## config.mk

```make
export PLATFORM = sky130hd
export DESIGN_NAME = nbit_bin_to_bcd_seq
export DESIGN_NICKNAME = d
export VERILOG_FILES = /design/src/rtl/nbit_bin_to_bcd_seq.sv
export SDC_FILE = /design/constraint.sdc
export NUM_CORES = 1
export LEC_CHECK = 0
export CAP_MARGIN = 20
export CORE_MARGIN = 2
export CORE_UTILIZATION = 52
export CTS_CLUSTER_SIZE = 20
export DETAILED_ROUTE_END_ITERATION = 10
export GPL_TIMING_DRIVEN = 0
export PLACE_DENSITY = 0.77
export RECOVER_POWER = 100
export SYNTH_ARGS = -nofsm -noshare
export SYNTH_HDL_FRONTEND = slang
export SYNTH_SLANG_ARGS = --single-unit
```

## constraint.sdc

```tcl
create_clock -name clk -period 2.14 [get_ports clk]
set_clock_uncertainty 0.05 [all_clocks]
set_input_delay 0.428 -clock clk [delete_from_list [all_inputs] [get_ports clk]]
set_output_delay 0.428 -clock clk [all_outputs]
set_load 0.01 [all_outputs]
```

## src/rtl/nbit_bin_to_bcd_seq.sv

```systemverilog
// rtl/nbit_bin_to_bcd_seq.sv - sequential shift-and-add-3 binary to N-digit BCD converter
// One bit per clock; out-of-range values flag ovf and keep the low N decimal digits.
module nbit_bin_to_bcd_seq #(
    parameter int N = 2,
    parameter int W = 8
) (
    input  logic           clk,
    input  logic           rst,
    input  logic           start,
    input  logic [W-1:0]   bin_in,
    output logic           busy,
    output logic           done,
    output logic [N*4-1:0] bcd_out,
    output logic           ovf
);
    localparam int DW = N * 4;
    localparam int CW = $clog2(W + 1);

    typedef enum logic [1:0] {
        S_IDLE  = 2'd0,
        S_SHIFT = 2'd1,
        S_DONE  = 2'd2
    } state_t;

    state_t          state_q, state_d;
    logic [W-1:0]    bin_q, bin_d;
    logic [DW-1:0]   dig_q, dig_d;
    logic            carry_q, carry_d;
    logic [CW-1:0]   cnt_q, cnt_d;
    logic [DW-1:0]   bcd_q, bcd_d;
    logic            ovf_q, ovf_d;

    logic [DW-1:0]   dig_adj;
    logic [DW+W-1:0] shifted;
    logic            accept;
    logic            last_iter;

    assign accept    = start && (state_q == S_IDLE || state_q == S_DONE);
    assign last_iter = (state_q == S_SHIFT) && (cnt_q == CW'(1));

    always_ff @(posedge clk) begin
        if (rst) begin
            state_q <= S_IDLE;
            bin_q   <= '0;
            dig_q   <= '0;
            carry_q <= 1'b0;
            cnt_q   <= '0;
            bcd_q   <= '0;
            ovf_q   <= 1'b0;
        end else begin
            state_q <= state_d;
            bin_q   <= bin_d;
            dig_q   <= dig_d;
            carry_q <= carry_d;
            cnt_q   <= cnt_d;
            bcd_q   <= bcd_d;
            ovf_q   <= ovf_d;
        end
    end

    always_comb begin
        state_d = state_q;
        case (state_q)
            S_IDLE:  if (start) state_d = S_SHIFT;
            S_SHIFT: if (last_iter) state_d = S_DONE;
            S_DONE:  state_d = start ? S_SHIFT : S_IDLE;
            default: state_d = S_IDLE;
        endcase
    end

    // Digits >= 5 are corrected before the shift so doubling carries into the next decade.
    always_comb begin
        dig_adj = '0;
        for (int i = 0; i < N; i++) begin
            if (dig_q[4*i +: 4] >= 4'd5) dig_adj[4*i +: 4] = dig_q[4*i +: 4] + 4'd3;
            else                         dig_adj[4*i +: 4] = dig_q[4*i +: 4];
        end
        shifted = {dig_adj, bin_q} << 1;
    end

    always_comb begin
        bin_d   = bin_q;
        dig_d   = dig_q;
        carry_d = carry_q;
        cnt_d   = cnt_q;
        bcd_d   = bcd_q;
        ovf_d   = ovf_q;
        if (accept) begin
            bin_d   = bin_in;
            dig_d   = '0;
            carry_d = 1'b0;
            cnt_d   = CW'(W);
        end else if (state_q == S_SHIFT) begin
            bin_d   = shifted[W-1:0];
            dig_d   = shifted[DW+W-1:W];
            // A bit leaving the top digit means the value has reached 10^N.
            carry_d = carry_q | dig_adj[DW-1];
            cnt_d   = cnt_q - CW'(1);
            if (last_iter) begin
                bcd_d = shifted[DW+W-1:W];
                ovf_d = carry_q | dig_adj[DW-1];
            end
        end
    end

    always_comb begin
        busy    = (state_q == S_SHIFT);
        done    = (state_q == S_DONE);
        bcd_out = bcd_q;
        ovf     = ovf_q;
    end
endmodule
```

==> metrics.cfg <==
[run_status]
status = finished clean

[grt]
grt_pass1_wl_um = 5240
grt_start_max_net_pins = 11
track_usage_pct = 21.4
antenna_found_initial = 0
grt_overflow = 0
grt_pass1_vias = 1170

[critical_path]
rr_worst_depth = 6
rr_endpoint = bcd_out[4]$_SDFFE_PP0P_
required_ns = 1.66
arrival_ns = 1.56
path_max_fanout = 10
timing.rr.start = cnt_q[0]$_SDFFE_PP0P_
cp-start-kind = register
rrSetupSlack_ns = 0.19
crit_path_end_kind = primary output
path_class = register to primary output
startpoint = state_q[1]$_SDFFE_PP0P_

[floorplan]
die-width_um = 56.3
rows = 18
start_util_pct = 55.9
die_h_um = 56.3
io_pins = 22
core_um2 = 2540
die_area_um2 = 3170

[drt]
drt_drc_violations_left = 0
firstDrtPassIters = 4
dr_total_vias = 1242
wl_per_cell_um = 14.3
ant_nets = 0
wirelength_um = 3150
drt-vias-per-instance = 5.65
first_iter_violations = 37

[synthesis]
syn-num-nets = 178
synth-adder-area-share_pct = 5.28
yosysWarnings = 0
synth_cells = 161
yosys.area_share.xor_xnor_pct = 3.08
yosys.area_share.simple_pct = 20.9
syn_avg_cell_area_um2 = 8.84
synth-seq-area-share_pct = 45.0
ys_ff_latch = 32
synth.distinct_cells = 29
synth_mux_area_share_pct = 2.99
synth_compound_area_share_pct = 16.8
synth_top_family_by_area = simple AND/OR/NAND/NOR gates
syn_area_um2 = 1420

[final_layout]
final_cell_mix = dfxtp_1 (32), nor2_1 (19), nand2_1 (15)
drive_gt1_share_pct = 7.89
mostFrequentLayoutCell = dfxtp_1
layout.nets = 206
final_util_pct = 67.5
area_delta_synth_final_pct = 20.7
num_antenna_cells = 0

[clock_network]
htree_levels = 2
cts_buffer_depth = 2
clk_latency_ns = 0.33
cts_tree = done
cts_sinks = 32
cts_inserted_buffers = 5
cts-root-buf = clkbuf_4
clk_pin_slew_ns = 0.09

[sta]
maxSlewHeadroom_pct = 62.0
slew_violations = 0
tns_ns = 0
hold_violations = 0
fin_crit_ns = 2.03
fin_crit_sh_pct = 95.0
rsz0062_at_grt = no
max_freq_mhz = 492
worst_pin_slew_ns = 0.570
setup_violations = 0

[hold_path]
hold_end = dig_q[0]$_SDFFE_PP0P_
hold_depth = 2
holdCritStartpoint = bin_q[7]$_SDFFE_PP0P_
hold_class = register to register

[power]
p_per_area_nw_per_um2 = 677
vdd_drop_max_uv = 632
leakagePower_nw = 0.646

[job]
cap_viol_max_count = 0

[place]
dp_hpwl_um = 2320
gp_congestion = 0.806
port-buffer-count = 21

## power breakdown
part / switching (mW) / total, mW / internal (mW)
Sequential: 0.0185 / 0.642 / 0.623
Combinational: 0.0900 / 0.162 / 0.0722
Clock: 0.196 / 0.358 / 0.162
Total: 0.304 / 1.16 / 0.857
## cell type report
class / instances / area [um^2]
plain buffers: 9 / 53.8
fillers: 215 / 828
repair buffers: 21 / 209
multi-input cells: 111 / 683
flip-flops and latches: 32 / 641
clock buffers: 8 / 58.8
inverters: 9 / 33.8
well taps: 30 / 37.5
## worst max path at each step
| stage | depth (start not counted) | end |
|---|---|---|
| final | 5 | busy |
| after global routing | 5 | busy |
| after global placement | 5 | busy |
| after floorplan | 4 | bcd_out[1]$_SDFFE_PP0P_ |
| after CTS | 5 | busy |
| after detailed placement | 5 | busy |
## layer usage
layer | wire length (um) | share of wire, % | up-vias | GRT usage [%]
met4 | 57 | 1.8 | 0 | 9.18
li1 | - | - | 613 | -
met2 | 1510 | 48 | 36 | 34.3
met3 | 152 | 4.8 | 8 | 6.22
met5 | 0 | 0 | - | 0
met1 | 1440 | 45 | 585 | 26.8
## logic make-up after synthesis
family                     count (synthesis)
xor gates and xnor gates                   5
muxes                                      4
DFF                                       32
AOI/OAI and AO/OA                         37
adders and majority gates                  6
and+or+nand+nor                           59
buffers and inverters                     18
## synthesized netlist by cell type
library cell   n  area (um^2)
clkbuf_1       3         11.3
buf_2          4         20.0
nor2_1        18         67.6
ha_1           6         75.1
nand3_1        2         10.0
buf_4          1         7.51
xnor2_1        4         35.0
a211oi_2       2         25.0
a211oi_1       3         22.5
xor2_1         1         8.76
a311oi_1       4         35.0
or3b_4         1         11.3
nor2_4         1         11.3
buf_6          1         11.3
inv_1          9         33.8
or2_2          1         6.26
dfxtp_1       32          641
or3_4          1         11.3
o21ai_0        4         20.0
nor2b_1        1         6.26
nor4_1         1         6.26
mux2i_1        2         20.0
nor3_1         5         25.0
nand2b_1       9         56.3
a21oi_1       11         55.1
nand2_1       15         56.3
nor3b_1        4         30.0
o22ai_1       13         81.3
mux2_2         2         22.5
## metrics by stage
step	cell area (um^2)	power, mW	worst slack [ns]	cells	hold slack (ns)
finish	1720	1.16	0.107	220	0.425
global route	1720	1.21	0.0415	220	0.456
CTS	1740	1.17	0.107	220	0.427
detailed placement	1670	0.821	0.00659	212	0.415
global placement	1670	0.811	0.0165	212	0.406
floorplan	1420	0.761	0.625	161	0.395
## critical path: stages, from the launching register on
cell	delay [ns]
dfxtp_1	0.32
nand2b_1	0.15
buf_4	0.18
inv_2	0.13
buf_6	0.17
dlygate4sd2_1	0.27
## flip-flops by register name, summed over array words and instances (netlist names)
signal   flops
cnt_q        4
bin_q        8
ovf          1
bcd_out      8
carry_q      1
state_q      2
dig_q        8
## what timing repair did
item / CTS / global route
buffers inserted: 0 / 0
endpoints found under the setup margin: 1 / 0
gates resized for setup: 5 / 0
hold buffers: 0 / 0
(Power assumes the default switching activity.)
